## src/rtl/pio_pkg.sv

```systemverilog
// Shared definitions for the Avalon-MM GPIO slave: register word addresses
// and the edge-capture selection encoding.
package pio_pkg;

    localparam logic [2:0] ADDR_DATA    = 3'd0;
    localparam logic [2:0] ADDR_DIR     = 3'd1;
    localparam logic [2:0] ADDR_IRQMASK = 3'd2;
    localparam logic [2:0] ADDR_EDGECAP = 3'd3;
    localparam logic [2:0] ADDR_OUTSET  = 3'd4;
    localparam logic [2:0] ADDR_OUTCLR  = 3'd5;

    typedef enum logic [1:0] {
        EDGE_RISE = 2'd0,
        EDGE_FALL = 2'd1,
        EDGE_ANY  = 2'd2
    } edge_type_e;

endpackage

```

## src/rtl/pio_sync_edge.sv

```systemverilog
// Input synchroniser chain, previous-value register and warm-up gate that
// together produce the per-bit edge events for the GPIO edge-capture register.
module pio_sync_edge
    import pio_pkg::*;
#(
    parameter int WIDTH       = 27,
    parameter int SYNC_STAGES = 2,
    parameter int EDGE_TYPE   = 0
) (
    input  logic             clk,
    input  logic             reset_n,
    input  logic [WIDTH-1:0] in_port,
    output logic [WIDTH-1:0] sync_in,
    output logic [WIDTH-1:0] ev
);

    localparam logic [2:0] WARM_CYCLES = 3'(SYNC_STAGES + 1);

    logic [WIDTH-1:0] chain [SYNC_STAGES];
    logic [WIDTH-1:0] prev;
    logic [WIDTH-1:0] rise;
    logic [WIDTH-1:0] fall;
    logic [WIDTH-1:0] sel;
    logic [2:0]       warm_cnt;
    logic             warm_done;

    always_ff @(posedge clk or negedge reset_n) begin
        if (!reset_n) begin
            for (int i = 0; i < SYNC_STAGES; i++) begin
                chain[i] <= '0;
            end
        end else begin
            chain[0] <= in_port;
            for (int i = 1; i < SYNC_STAGES; i++) begin
                chain[i] <= chain[i-1];
            end
        end
    end

    assign sync_in = chain[SYNC_STAGES-1];

    // prev follows sync_in every cycle, so a direction turnaround never sees a stale value
    always_ff @(posedge clk or negedge reset_n) begin
        if (!reset_n) begin
            prev <= '0;
        end else begin
            prev <= sync_in;
        end
    end

    // Suppresses events until the chain has flushed the reset zeros
    always_ff @(posedge clk or negedge reset_n) begin
        if (!reset_n) begin
            warm_cnt <= '0;
        end else if (!warm_done) begin
            warm_cnt <= warm_cnt + 3'd1;
        end
    end

    assign warm_done = (warm_cnt == WARM_CYCLES);
    assign rise      = sync_in & ~prev;
    assign fall      = ~sync_in & prev;

    always_comb begin
        sel = rise;
        if (EDGE_TYPE == int'(EDGE_FALL)) begin
            sel = fall;
        end else if (EDGE_TYPE == int'(EDGE_ANY)) begin
            sel = rise | fall;
        end
    end

    assign ev = warm_done ? sel : '0;

endmodule

```

## src/rtl/avalon_pio_gpio.sv

```systemverilog
// Avalon-MM GPIO slave: data/direction registers, atomic set/clear,
// maskable edge capture with a registered level interrupt.
module avalon_pio_gpio
    import pio_pkg::*;
#(
    parameter int               WIDTH       = 27,
    parameter logic [WIDTH-1:0] RESET_VALUE = '0,
    parameter logic [WIDTH-1:0] DIR_RESET   = '0,
    parameter int               EDGE_TYPE   = 0,
    parameter int               SYNC_STAGES = 2
) (
    input  logic             clk,
    input  logic             reset_n,
    input  logic [2:0]       address,
    input  logic             chipselect,
    input  logic             write_n,
    input  logic [31:0]      writedata,
    output logic [31:0]      readdata,
    input  logic [WIDTH-1:0] in_port,
    output logic [WIDTH-1:0] out_port,
    output logic [WIDTH-1:0] oe,
    output logic             irq
);

    logic             wr;
    logic [WIDTH-1:0] wd;
    logic [WIDTH-1:0] data_out;
    logic [WIDTH-1:0] dir;
    logic [WIDTH-1:0] irqmask;
    logic [WIDTH-1:0] edgecap;
    logic [WIDTH-1:0] clr_mask;
    logic [WIDTH-1:0] sync_in;
    logic [WIDTH-1:0] ev;
    logic [WIDTH-1:0] rd_word;

    assign wr = chipselect && !write_n;
    assign wd = writedata[WIDTH-1:0];

    if (WIDTH < 32) begin : g_unused_hi
        logic unused_hi;
        assign unused_hi = ^writedata[31:WIDTH];
    end

    pio_sync_edge #(
        .WIDTH       (WIDTH),
        .SYNC_STAGES (SYNC_STAGES),
        .EDGE_TYPE   (EDGE_TYPE)
    ) u_sync_edge (
        .clk     (clk),
        .reset_n (reset_n),
        .in_port (in_port),
        .sync_in (sync_in),
        .ev      (ev)
    );

    always_ff @(posedge clk or negedge reset_n) begin
        if (!reset_n) begin
            data_out <= RESET_VALUE;
        end else if (wr) begin
            case (address)
                ADDR_DATA:   data_out <= wd;
                ADDR_OUTSET: data_out <= data_out | wd;
                ADDR_OUTCLR: data_out <= data_out & ~wd;
                default:     data_out <= data_out;
            endcase
        end
    end

    always_ff @(posedge clk or negedge reset_n) begin
        if (!reset_n) begin
            dir     <= DIR_RESET;
            irqmask <= '0;
        end else if (wr) begin
            if (address == ADDR_DIR) begin
                dir <= wd;
            end
            if (address == ADDR_IRQMASK) begin
                irqmask <= wd;
            end
        end
    end

    // A new event wins over a same-cycle write-1-to-clear; output bits never capture
    assign clr_mask = (wr && address == ADDR_EDGECAP) ? wd : '0;

    always_ff @(posedge clk or negedge reset_n) begin
        if (!reset_n) begin
            edgecap <= '0;
            irq     <= 1'b0;
        end else begin
            edgecap <= (edgecap & ~clr_mask) | (ev & ~dir);
            irq     <= |(edgecap & irqmask);
        end
    end

    always_comb begin
        rd_word = '0;
        case (address)
            ADDR_DATA:    rd_word = (dir & data_out) | (~dir & sync_in);
            ADDR_DIR:     rd_word = dir;
            ADDR_IRQMASK: rd_word = irqmask;
            ADDR_EDGECAP: rd_word = edgecap;
            default:      rd_word = '0;
        endcase
    end

    always_comb begin
        readdata = '0;
        readdata[WIDTH-1:0] = rd_word;
    end

    assign out_port = data_out;
    assign oe       = dir;

endmodule

```

## config.mk

```make
export PLATFORM = sky130hd
export DESIGN_NAME = avalon_pio_gpio
export DESIGN_NICKNAME = d
export VERILOG_FILES = /design/src/rtl/pio_pkg.sv /design/src/rtl/pio_sync_edge.sv /design/src/rtl/avalon_pio_gpio.sv
export SDC_FILE = /design/constraint.sdc
export NUM_CORES = 1
export LEC_CHECK = 0
export CAP_MARGIN = 20
export CELL_PAD_IN_SITES_DETAIL_PLACEMENT = 1
export CELL_PAD_IN_SITES_GLOBAL_PLACEMENT = 1
export CORE_ASPECT_RATIO = 1.5
export CORE_MARGIN = 8
export CORE_UTILIZATION = 35
export CTS_CLUSTER_DIAMETER = 80
export DETAILED_ROUTE_END_ITERATION = 12
export PLACE_DENSITY_LB_ADDON = 0.1
export SKIP_LAST_GASP = 1
export SLEW_MARGIN = 25
export SYNTH_ARGS = -nofsm -noshare
export SYNTH_HDL_FRONTEND = slang
export SYNTH_HIERARCHICAL = 1
export SYNTH_SLANG_ARGS = --single-unit
export TNS_END_PERCENT = 30
```

## constraint.sdc

```tcl
create_clock -name clk -period 2.9 [get_ports clk]
set_input_delay 0.87 -clock clk [delete_from_list [all_inputs] [get_ports clk]]
set_output_delay 0.87 -clock clk [all_outputs]
set_load 0.01 [all_outputs]
```

==> flow_summary.yaml, run 1 <==
worst_setup_path:
  cp-start-kind: "input pin"
  crit_type: "input pin to primary output"
  path_max_fanout: 6
  cp-end-kind: "primary output"
  cp_top_family: "buffers and inverters"
  max_stage_delay_ps: 350
  critPathSlowestCell: "dlygate4sd2_1"
  worstPathRequired_ps: 2030
  cpMostUsedCell: "buf_4"
  cp_data_arrival_time_ps: 2170
  critical_path.cell_chain: "buf_2 -> buf_4 -> and3b_1 -> buf_4 -> nand2_1 -> o221ai_1 -> dlygate4sd2_1"
  critPathBufInv: 4
sta:
  rsz0062_at_grt: "true"
  setup_slack_ps: -136
  fin_skew_ps: 10.2
  period_needed_ps: 3040
  relSlewSlack_pct: 62.8
  hold_viol: 0
  min_period_over_period_pct: 105
  maxSlewViolCount: 0
  fmax_mhz: 329
  finalSetupViolCount: 9
  tightest_slew_ps: 557
flow_run:
  maxCapViolations: 0
final_layout:
  drive_above_1_share_pct: 14.5
  fillCellCount: 2551
  nNetsFinal: 946
  diodes: 0
  final_area_um2: 10900
  syn_to_final_growth_pct: 31.0
clock_network:
  root_buffer: "clkbuf_16"
  ctsLongestPathBuffers: 2
  cts_buffers: 17
  clk_latency_ps: 440
  tritoncts: "done"
  cts_max_level: 4
  cts.sinks: 193
  clk_pin_slew_ps: 70
  postCtsHoldBufs: 0
global_route:
  grt_pass1_wl_um: 42600
  busiest_layer: "met2"
  grt_pass1_vias: 7224
  grt_use_met1_pct: 22.9
  grtUsageTotal_pct: 19.3
  grt_remaining_overflow: 0
  globalRouteMet2Util_pct: 33.8
  grt_max_degree: 54
  use_met3_pct: 4.36
  antenna_found_initial: 1
drt:
  totalWireLength_um: 26700
  vias: 6259
  ant_nets: 0
  wire_per_inst_um: 22.1
  drcViolationCount: 0
  first_iter_violations: 370
  routed_via_density: 5.18
  drt_first_pass_iters: 4
power_and_ir_drop:
  power_density_nw_per_um2: 665
  power.leakage_nw: 4.91
  fin_total_pwr_mw: 7.25
  ir_drop_uv: 462
outcome:
  violations: "negative setup slack"
  outcome: "finished with violations"
synth:
  yosys_register_bits: 193
  synth.distinct_cells: 37
  syn_area_per_cell_um2: 11.3
  async_reset_ff_share_pct: 100
  synth-seq-area-share_pct: 58.0
  syn_area_um2: 8320
  yosysWarnings: 6
  synth_ff_type: "dfrtp_1"
  syn_inst: 739
  synth-edff-count: 0
hold_path:
  hold_path.class: "flip-flop to flip-flop"
floorplan:
  die_h_um: 205
  rows: 69
  ioPinCount: 153
  die_area_um2: 29100
  dieWidth_um: 142
  start_util_pct: 35.3
  core_um2: 23600
place:
  postPlaceCellArea_um2: 10100
  gp_congestion: 0.803
  hpwl_um: 19100
  port_buffers: 142
==> cells by family (layout without fill, tap and decap cells) <==
family,Yosys count,after routing,share of synthesized area [%]
flip-flops,193,193,58.0
AO/OA/AOI/OAI,191,191,16.0
AND/OR/NAND/NOR,179,179,10.7
buffers and inverters,117,264,7.74
multiplexers,54,54,6.90
adder cells (fa/ha/maj),3,3,0.451
other,1,5,0.0451
XOR/XNOR,1,1,0.105
==> worst reg2reg max path, cell delays in order, from the launching register on <==
cell and delay [ps]:
dfrtp_1 400, ha_1 240, ha_1 180, buf_4 250, and3b_2 270, a22o_1 230
==> cells in the final DEF (no fill, tap or decap), types with 4 or more instances in the layout <==
cell	netlist	layout
dfrtp_1	193	193
clkdlybuf4s50_1	0	111
nand2_1	92	92
o21ai_0	55	55
inv_1	42	42
a22o_1	42	42
nor2_1	37	36
buf_4	34	29
mux2i_1	27	26
a22oi_1	25	21
and3b_1	21	21
a211oi_1	24	19
mux2_1	18	18
clkbuf_16	0	18
a21oi_1	14	14
dlygate4sd2_1	0	13
buf_12	0	13
o221ai_1	15	11
buf_2	12	10
a21boi_0	9	9
mux2_2	9	9
nor2b_1	8	8
and3b_2	7	7
a211oi_2	0	5
conb_1	1	5
a22oi_2	0	4
nand2b_1	4	4
o31ai_1	4	4
buf_6	8	4
==> per-stage QoR <==
stage / setup TNS, ps / instances / hold slack, ps / utilization (%) / worst slack, ps
detailed placement: -21950 / 1172 / 336 / 43.0 / -853
global route: -1370 / 1209 / 356 / 46.2 / -182
finish: -656 / 1209 / 351 / 46.2 / -136
global placement: -20600 / 1172 / 332 / 43.0 / -813
CTS: -1950 / 1205 / 352 / 45.8 / -232
floorplan: 0 / 743 / 331 / - / 124
==> Yosys cell counts, types with 9 or more instances <==
cell type | count | area share, %
nand2_1 | 92 | 4.1
buf_4 | 34 | 3.1
a211oi_1 | 24 | 2.2
a21boi_0 | 9 | 0.81
dfrtp_1 | 193 | 58
a22o_1 | 42 | 4.4
a21oi_1 | 14 | 0.84
buf_2 | 12 | 0.72
o221ai_1 | 15 | 1.6
mux2_2 | 9 | 1.2
inv_1 | 42 | 1.9
nor2_1 | 37 | 1.7
mux2_1 | 18 | 2.4
mux2i_1 | 27 | 3.2
o21ai_0 | 55 | 3.3
and3b_1 | 21 | 2.2
a22oi_1 | 25 | 2.3
clkbuf_1 | 18 | 0.81
==> report_power, final <==
part	leakage [nW]	switching [mW]	total [mW]	internal, mW
registers	2.25	0.343	3.35	3.01
clock network	0.301	1.07	2.48	1.41
logic	2.36	0.663	1.42	0.756
total	4.91	2.08	7.25	5.18
==> timing repair <==
action	CTS	global route
setup endpoints to repair	27	25
buffers inserted	0	3
resized for setup	66	32
cloned	1	1
pin swaps	1	2
==> final timing paths <==
path | startpoint | cells after the start | slack, ps | to
worst min-delay path | u_sync_edge/chain[33] | 0 | 350 | u_sync_edge/sync_in[6]
worst min register to register | u_sync_edge/chain[33] | 0 | 350 | u_sync_edge/sync_in[6]
max in group asynchronous | reset_n | 2 | 1840 | oe[22]
worst max-delay path | address[1] | 7 | -140 | readdata[13]
min in group asynchronous | reset_n | 1 | 360 | u_sync_edge/warm_cnt[1]
worst max register to register | u_sync_edge/warm_cnt[0] | 5 | 1210 | edgecap[4]
==> flip-flops by register name (all words and copies together), names as in the netlist <==
signal / cells
irqmask: 27
u_sync_edge/sync_in: 27
edgecap: 27
irq: 1
oe: 27
u_sync_edge/chain: 27
u_sync_edge/warm_cnt: 3
out_port: 27
u_sync_edge/prev: 27
==> layout make-up <==
class	count	area (µm²)	share of cell area [%]
tap	319	399	3.66
sequential	193	4830	44.3
multi-input combinational	433	2960	27.1
inverter	42	158	1.45
clock inverter	12	156	1.43
clock buffer	20	457	4.19
timing repair buffer	190	1950	17.8
==> metal layers <==
metal	wire, µm	part of all wire (%)
met5	9	0.034
met4	500	1.9
met3	1130	4.2
met2	14000	52
met1	11100	42
No activity file was read; power rests on OpenSTA's default activity.
==> run 2, diff against run 1 <==
Settings changed: ABC_AREA set to 1, CORE_MARGIN 8 to 5.
==> flow_summary.yaml, run 2 <==
global_route:
  grt_pass1_wl_um: 45100
  grt_remaining_overflow: 0
  grt_pass1_vias: 7929
  antenna_found_initial: 0
  grtUsageTotal_pct: 20.6
  grt_max_degree: 61
floorplan:
  start_util_pct: 35.6
  core_um2: 24400
  die_area_um2: 28200
  dieWidth_um: 139
  die_h_um: 203
  rows: 70
  ioPinCount: 153
sta:
  finalSetupViolCount: 0
  hold_viol: 0
  fmax_mhz: 353
  setup_slack_ps: 67.5
  min_period_over_period_pct: 97.7
  period_needed_ps: 2830
  rsz0062_at_grt: "false"
  fin_skew_ps: 6.41
  setup_tns_ps: 0
  maxSlewViolCount: 0
power_and_ir_drop:
  p_sw_share_pct: 29.5
  power_frac_seq_pct: 45.5
  power_density_nw_per_um2: 645
  combinationalPowerShare_pct: 19.2
  switchingPower_mw: 2.16
  intPower_mw: 5.16
  ir_drop_uv: 411
  power.leakage_nw: 5.49
  power_frac_clock_pct: 35.3
clock_network:
  cts_buffers: 17
  clk_latency_ps: 440
  postCtsHoldBufs: 0
  tritoncts: "done"
  cts_max_level: 4
  ctsLongestPathBuffers: 2
  clk_pin_slew_ps: 70
  root_buffer: "clkbuf_16"
  cts.sinks: 193
worst_setup_path:
  cp-end-kind: "primary output"
  worstPathRequired_ps: 2030
  crit_type: "input pin to primary output"
  path_max_fanout: 5
  cp-start-kind: "input pin"
  cp_data_arrival_time_ps: 1960
synth:
  synth.largest_area_cell: "dfrtp_1"
  synth-edff-count: 0
  async_reset_ff_share_pct: 100
  synth_most_common_cell: "nand2_1"
  synth.distinct_cells: 22
  synth_ff_type: "dfrtp_1"
  yosys.area.top_type_share_pct: 55.5
  syn_area_um2: 8700
  synthTopCellsByCount: "437 x nand2_1, 193 x dfrtp_1, 101 x inv_1"
  syn_area_per_cell_um2: 8.18
  syn_inst: 1064
  synth_area_leaders: "dfrtp_1 56%, nand2_1 19%, inv_1 4.4%"
  yosysWarnings: 6
  synth-seq-area-share_pct: 55.5
  yosys_register_bits: 193
place:
  dp.cells: 1507
  postPlaceCellArea_um2: 10500
  port_buffers: 142
  gp_congestion: 0.768
  pre_cts_ws_ps: -849
  hpwl_um: 19300
drt:
  vias: 7457
  ant_nets: 0
  drt_first_pass_iters: 4
  drcViolationCount: 0
  totalWireLength_um: 28600
  routed_via_density: 4.80
  wire_per_inst_um: 18.4
  first_iter_violations: 367
final_layout:
  nNetsFinal: 1285
  final_cell_mix: "430 x nand2_1, 193 x dfrtp_1, 111 x clkdlybuf4s50_1, 100 x inv_1, 64 x o21ai_1"
  final_area_um2: 11400
  final_common_cell: "nand2_1"
  drive_above_1_share_pct: 12.9
  stdcell_count: 1553
  diodes: 0
  fin_util_pct: 46.5
  syn_to_final_growth_pct: 30.6
hold_path:
  hold_path.class: "flip-flop to flip-flop"
flow_run:
  maxCapViolations: 0
outcome:
  outcome: "finished, final reports clean"
-- run 2: power by group through the flow --
| stage | registers (mW) | logic (mW) | clock network, mW |
|---|---|---|---|
| global route | 3.39 | 1.57 | 2.75 |
| finish | 3.33 | 1.41 | 2.59 |
| floorplan | 3.36 | 0.589 | 0 |
| global placement | 3.38 | 1.40 | 0 |
| CTS | 3.33 | 1.44 | 2.65 |
| detailed placement | 3.38 | 1.43 | 0 |
-- run 2: worst max-delay path, stage by stage --
cell and delay, ps:
buf_2 170, nor2_4 110, inv_2 60, nor2_4 140, buf_6 140, buf_16 130
nand2_1 60, nand4_1 120, buf_2 150
-- run 2: what timing repair did --
action,4_1_cts,5_1_grt
setup endpoints to repair,27,27
resized for setup,146,11
setup buffers,9,0
cloned,7,0
pin swaps,12,15
-- run 2: worst paths after layout --
| kind | start | end | slack, ps | depth (start not counted) |
|---|---|---|---|---|
| max | address[1] | readdata[20] | 70 | 9 |
| min | u_sync_edge/chain[45] | u_sync_edge/sync_in[18] | 350 | 0 |
| max reg2reg | u_sync_edge/warm_cnt[0] | edgecap[14] | 1370 | 7 |
| min reg2reg | u_sync_edge/chain[45] | u_sync_edge/sync_in[18] | 350 | 0 |
| max in group asynchronous | reset_n | edgecap[8] | 1820 | 2 |
| min in group asynchronous | reset_n | u_sync_edge/sync_in[4] | 380 | 1 |
-- run 2: layout make-up --
type / instances / area (µm²)
fill: 2888 / 13100
sequential: 193 / 4830
multi-input combinational: 703 / 3090
timing repair buffer: 197 / 2010
clock buffer: 19 / 443
tap: 324 / 405
inverter: 104 / 390
clock inverter: 13 / 199
-- run 2: per-stage QoR --
stage | power [mW] | hold slack (ps)
global route | 7.71 | 355
floorplan | 3.94 | 331
global placement | 4.77 | 333
CTS | 7.43 | 352
detailed placement | 4.81 | 336
finish | 7.33 | 350
-- run 2: cells by family after synthesis --
logic type                 Yosys count  share of synthesized area [%]
buffers and inverters              172                           9.56
AOI/OAI and AO/OA                  110                           6.46
adders and majority gates            3                          0.431
DFF                                193                           55.5
other                                1                         0.0431
and+or+nand+nor                    585                           28.0
-- run 2: layer usage --
layer	GRT usage, %	part of all wire [%]	wire [µm]	up-vias
met4	5.77	2.2	617	0
met3	3.75	3.9	1120	32
met1	25.8	42	12100	3703
met2	36.6	52	14700	139
li1	-	-	-	3583
met5	0	0	0	-
==> variant 1 (config.mk and constraints of run 1) <==
`SYNC_STAGES` is set to 2 in 2 places; all go to 4.
--- a/src/rtl/pio_sync_edge.sv
+++ b/src/rtl/pio_sync_edge.sv
@@ -4,7 +4,7 @@
     import pio_pkg::*;
 #(
     parameter int WIDTH       = 27,
-    parameter int SYNC_STAGES = 2,
+    parameter int SYNC_STAGES = 4,
     parameter int EDGE_TYPE   = 0
 ) (
     input  logic             clk,
--- a/src/rtl/avalon_pio_gpio.sv
+++ b/src/rtl/avalon_pio_gpio.sv
@@ -7,7 +7,7 @@
     parameter logic [WIDTH-1:0] RESET_VALUE = '0,
     parameter logic [WIDTH-1:0] DIR_RESET   = '0,
     parameter int               EDGE_TYPE   = 0,
-    parameter int               SYNC_STAGES = 2
+    parameter int               SYNC_STAGES = 4
 ) (
     input  logic             clk,
     input  logic             reset_n,
Formal check against the unedited RTL: not equivalent (a bounded check fails within 4 cycles, from zero or initial values and one cycle with reset_n low).
==> variant 1 against run 1 <==
Setup slack better by 0.078 ns. Sequential cell count up 54. Largest cell class unchanged. Wire length up 8.8%. Cell count rose by 7.5%. The flow still finishes with violations (negative setup slack). Final area grew 14%. Area after synthesis up 16%. Total power rose by 26%. Die area grew 15%. Critical path depth shrank 2.
==> variant 1: results (changes against run 1) <==
Detailed routing
  • Initial DRC count: 303 (-18%)
  • DR WL/cell: 22.4 um (+1.1%)

Critical path
  • Reg2reg path depth: 4 (-1)
  • RR Endpoint: edgecap[3]
  • R2r setup slk: 0.92 ns (-0.29 ns)
  • Worst-path maximum fanout: 7 (+1)

Placement
  • HPWL Detailed: 19,900 um (+4.5%)
  • RD Place Congestion: 0.812 (+1.1%)
  • Placed Cells: 1,252 (+6.8%)

Status
  • Failing checks: negative setup slack
  • Status: complete, but fails checks

STA
  • Slew margin rel.: 27.5% (-35 points)
  • Final setup viols: 12 (+3)
  • Setup TNS: -0.360 ns (+0.297 ns)
  • Setup slack after layout: -0.0578 ns (+0.0779 ns)

Clock network
  • Cts bufs inserted: 26 (+9)
  • Skew-Pair Late Insertion Delay: 0.54 ns (+0.10 ns)
  • CTS max path bufs: 3 (+1)
  • Max H-tree Level: 1 (-3)

Final layout
  • Nets: 1,007 (+6.4%)
  • Fillers: 2,877 (+13%)

Min path
  • Min-Delay Path Class: primary input to asynchronous set/reset pin

Yosys
  • Syn Inst Count: 794 (+7.4%)
  • Synth top area cells: dfrtp_1 (64%), a22o_1 (3.8%), nand2_1 (3.5%), mux2i_1 (2.9%), o21ai_0 (2.8%)

Global routing
  • Number of global-route vias before repair: 7,586 (+5.0%)
  • GRT Overall Usage: 17.4% (-1.9 points)
  • Pin count of the biggest net entering global routing: 69 (+28%)
## variant 1: logic make-up (layout without fill, tap and decap cells)
kind of cell    after synthesis  in the layout  share of synthesized area (%)
compound gates              191            191                           13.8
xor+xnor                      1              1                         0.0905
buf+inv                     118            278                           6.71
fa+ha+maj                     2              2                          0.258
flops                       247            247                           63.8
simple gates                180            180                           9.38
other cells                   1              5                         0.0387
mux                          54             54                           5.92
## variant 1: final cells by class
type / instances / area (um2) / area share, %
timing repair buffer: 189 / 1820 / 14.6
multi-input combinational: 433 / 2950 / 23.6
clock buffer: 33 / 728 / 5.84
clock inverter: 14 / 204 / 1.64
inverter: 42 / 158 / 1.26
sequential: 247 / 6180 / 49.6
tap: 342 / 428 / 3.43
## variant 1: timing repair
action	in CTS	in global routing
gates cloned	1	0
gates resized for setup	51	35
pin swaps	3	4
endpoints found under the setup margin	27	26
hold endpoints to repair	0	0
## variant 1: per-stage QoR
step	worst slack [ns]	power [mW]
finish	-0.0578	9.18
global route	-0.0984	9.61
CTS	-0.136	9.32
detailed placement	-0.557	5.68
global placement	-0.537	5.61
floorplan	0.124	4.76
## variant 1: worst max-delay path, stage by stage
cell	delay [ns]
buf_2	0.11
or3_4	0.40
buf_4	0.19
o221ai_2	0.22
clkdlybuf4s15_1	0.28
## variant 1: layer usage
metal | GRT usage, % | vias to the layer above | share of wire [%]
met5 | 0 | - | 0.045
li1 | - | 3021 | -
met1 | 21.2 | 3461 | 42
met4 | 5.96 | 2 | 2.5
met3 | 3.67 | 46 | 4.7
met2 | 30.3 | 161 | 51
## variant 1: report_power, final
part / switching [mW] / internal, mW
combinational: 0.681 / 0.741
clock: 1.37 / 2.22
sequential: 0.353 / 3.81
total: 2.41 / 6.77
==> variant 2 (flow settings as in run 1) <==
Made on the original files. Reset style: synchronous (`reset_n`), changed in 6 clocked blocks.
--- a/src/rtl/pio_sync_edge.sv
+++ b/src/rtl/pio_sync_edge.sv
@@ -24,7 +24,7 @@
     logic [2:0]       warm_cnt;
     logic             warm_done;
 
-    always_ff @(posedge clk or negedge reset_n) begin
+    always_ff @(posedge clk) begin
         if (!reset_n) begin
             for (int i = 0; i < SYNC_STAGES; i++) begin
                 chain[i] <= '0;
@@ -40,7 +40,7 @@
     assign sync_in = chain[SYNC_STAGES-1];
 
     // prev follows sync_in every cycle, so a direction turnaround never sees a stale value
-    always_ff @(posedge clk or negedge reset_n) begin
+    always_ff @(posedge clk) begin
         if (!reset_n) begin
             prev <= '0;
         end else begin
@@ -49,7 +49,7 @@
     end
 
     // Suppresses events until the chain has flushed the reset zeros
-    always_ff @(posedge clk or negedge reset_n) begin
+    always_ff @(posedge clk) begin
         if (!reset_n) begin
             warm_cnt <= '0;
         end else if (!warm_done) begin
--- a/src/rtl/avalon_pio_gpio.sv
+++ b/src/rtl/avalon_pio_gpio.sv
@@ -53,7 +53,7 @@
         .ev      (ev)
     );
 
-    always_ff @(posedge clk or negedge reset_n) begin
+    always_ff @(posedge clk) begin
         if (!reset_n) begin
             data_out <= RESET_VALUE;
         end else if (wr) begin
@@ -66,7 +66,7 @@
         end
     end
 
-    always_ff @(posedge clk or negedge reset_n) begin
+    always_ff @(posedge clk) begin
         if (!reset_n) begin
             dir     <= DIR_RESET;
             irqmask <= '0;
@@ -83,7 +83,7 @@
     // A new event wins over a same-cycle write-1-to-clear; output bits never capture
     assign clr_mask = (wr && address == ADDR_EDGECAP) ? wd : '0;
 
-    always_ff @(posedge clk or negedge reset_n) begin
+    always_ff @(posedge clk) begin
         if (!reset_n) begin
             edgecap <= '0;
             irq     <= 1'b0;
Function: differs if reset_n is asserted again (counterexample within 4 cycles, from zero or initial values and one cycle with reset_n low); with reset_n held inactive, the same outputs for 4 cycles.
==> variant 2 against run 1 <==
The flow still finishes with violations (negative setup slack). Sequential cell count unchanged. Non-clock buffer count is 12 higher. Final area decreased by 1.1%. Worst hold slack better by 0.083 ns. Area after synthesis is 0.14% higher. Sequential share of layout area is 8.5 points lower. Wire length grew 1.3%. Cell count up 12%. Core utilization shrank 0.50 points. Register-to-register slack improved by 0.07 ns. Setup slack improved by 0.082 ns. First-iteration DRC count shrank 11%. Synthesized cell count grew 20%. Critical path type unchanged.
Power is not compared: it rests on default switching activity, and its combinational part moved more than twofold at a synthesized area within 25%.
==> variant 2: results (changes against run 1) <==
Yosys
  • Seq/Total Area, Yosys: 46.4% (-12 points)
  • Post-synth top cells: dfxtp_1 (193), nand2_1 (131), and2_1 (85)
  • Synth top area cells: dfxtp_1 (46%), and2_1 (6.4%), nand2_1 (5.9%), a21boi_1 (3.8%), a21boi_0 (3.6%)
  • Synth Flop Type: dfxtp_1
  • Syn Area/Cell: 9.42 um2 (-16%)
  • Fraction of registers with async set/reset: 0% (-100 points)

Status
  • Status: complete, but fails checks
  • Failing checks: negative setup slack

Critical path
  • RR Endpoint: edgecap[23]
  • Reg2reg path depth: 6 (+1)
  • Worst-path maximum fanout: 7 (+1)
  • Critical-path cell with the highest stage delay: a221o_1
  • Setup crit end: readdata[1]

Final layout
  • Fraction of area in multi-input gates: 37.5% (+10 points)
  • Non-clock inverter total of the final layout: 1 (-98%)
  • Non-clk buf share: 17.8% (-0.049 points)
  • Clk tree area frac: 5.08% (-0.54 points)
  • Non-clock buffers: 202 (+6.3%)

Detailed routing
  • Routed met1 length: 11,700 um (+5.6%)
  • Highest Signal Layer: met4
  • Met2 wire length: 13,700 um (-1.8%)
  • Routed wl met3: 1020 um (-9.2%)
  • DR WL/cell: 20.0 um (-9.4%)

STA
  • Final setup viols: 21 (+12)
  • Worst Skew: 0.00649 ns (-0.00372 ns)
  • Setup slack after layout: -0.0534 ns (+0.0823 ns)

Min path
  • Worst Hold Path EP: u_sync_edge/chain[0][27]

Global routing
  • Pin count of the biggest net entering global routing: 194 (+260%)
  • M2 GR Usage: 32.8% (-1.1 points)
  • Met1 Resource Use GR: 22.2% (-0.76 points)
  • GRT Overall Usage: 18.7% (-0.61 points)
  • First-pass GRT wire length: 41,400 um (-3.0%)

Placement
  • RD Place Congestion: 0.767 (-4.5%)
  • Placed Cells: 1,309 (+12%)
  • HPWL Detailed: 19,100 um (+0.24%)

Clock network
  • Setup repair bufs after CTS: 8 (+8)
variant 2: cell count changes after synthesis, moves of 28 or more:
cell | before | now
dfrtp_1 | 193 | 0
o21a_1 | 0 | 28
a21boi_0 | 9 | 40
and2_1 | 0 | 85
nand2_1 | 92 | 131
a22o_1 | 42 | 1
dfxtp_1 | 0 | 193
a21boi_1 | 0 | 42
inv_1 | 42 | 1
variant 2: stage by stage:
stage / hold slack [ns] / setup TNS (ns) / area [um2]
2_1_floorplan: 0.412 / 0 / 8350
5_1_grt: 0.450 / -1.85 / 10800
4_1_cts: 0.436 / -1.30 / 10700
3_5_place_dp: 0.419 / -24.47 / 10100
3_3_place_gp: 0.414 / -23.34 / 10100
6_report: 0.434 / -0.593 / 10800
variant 2: kinds of logic after synthesis:
family,synth area share (%)
other cells,0.0450
compound gates,21.4
mux,3.36
fa+ha+maj,0.450
buf+inv,6.80
simple gates,21.5
xor+xnor,0.105
flops,46.4
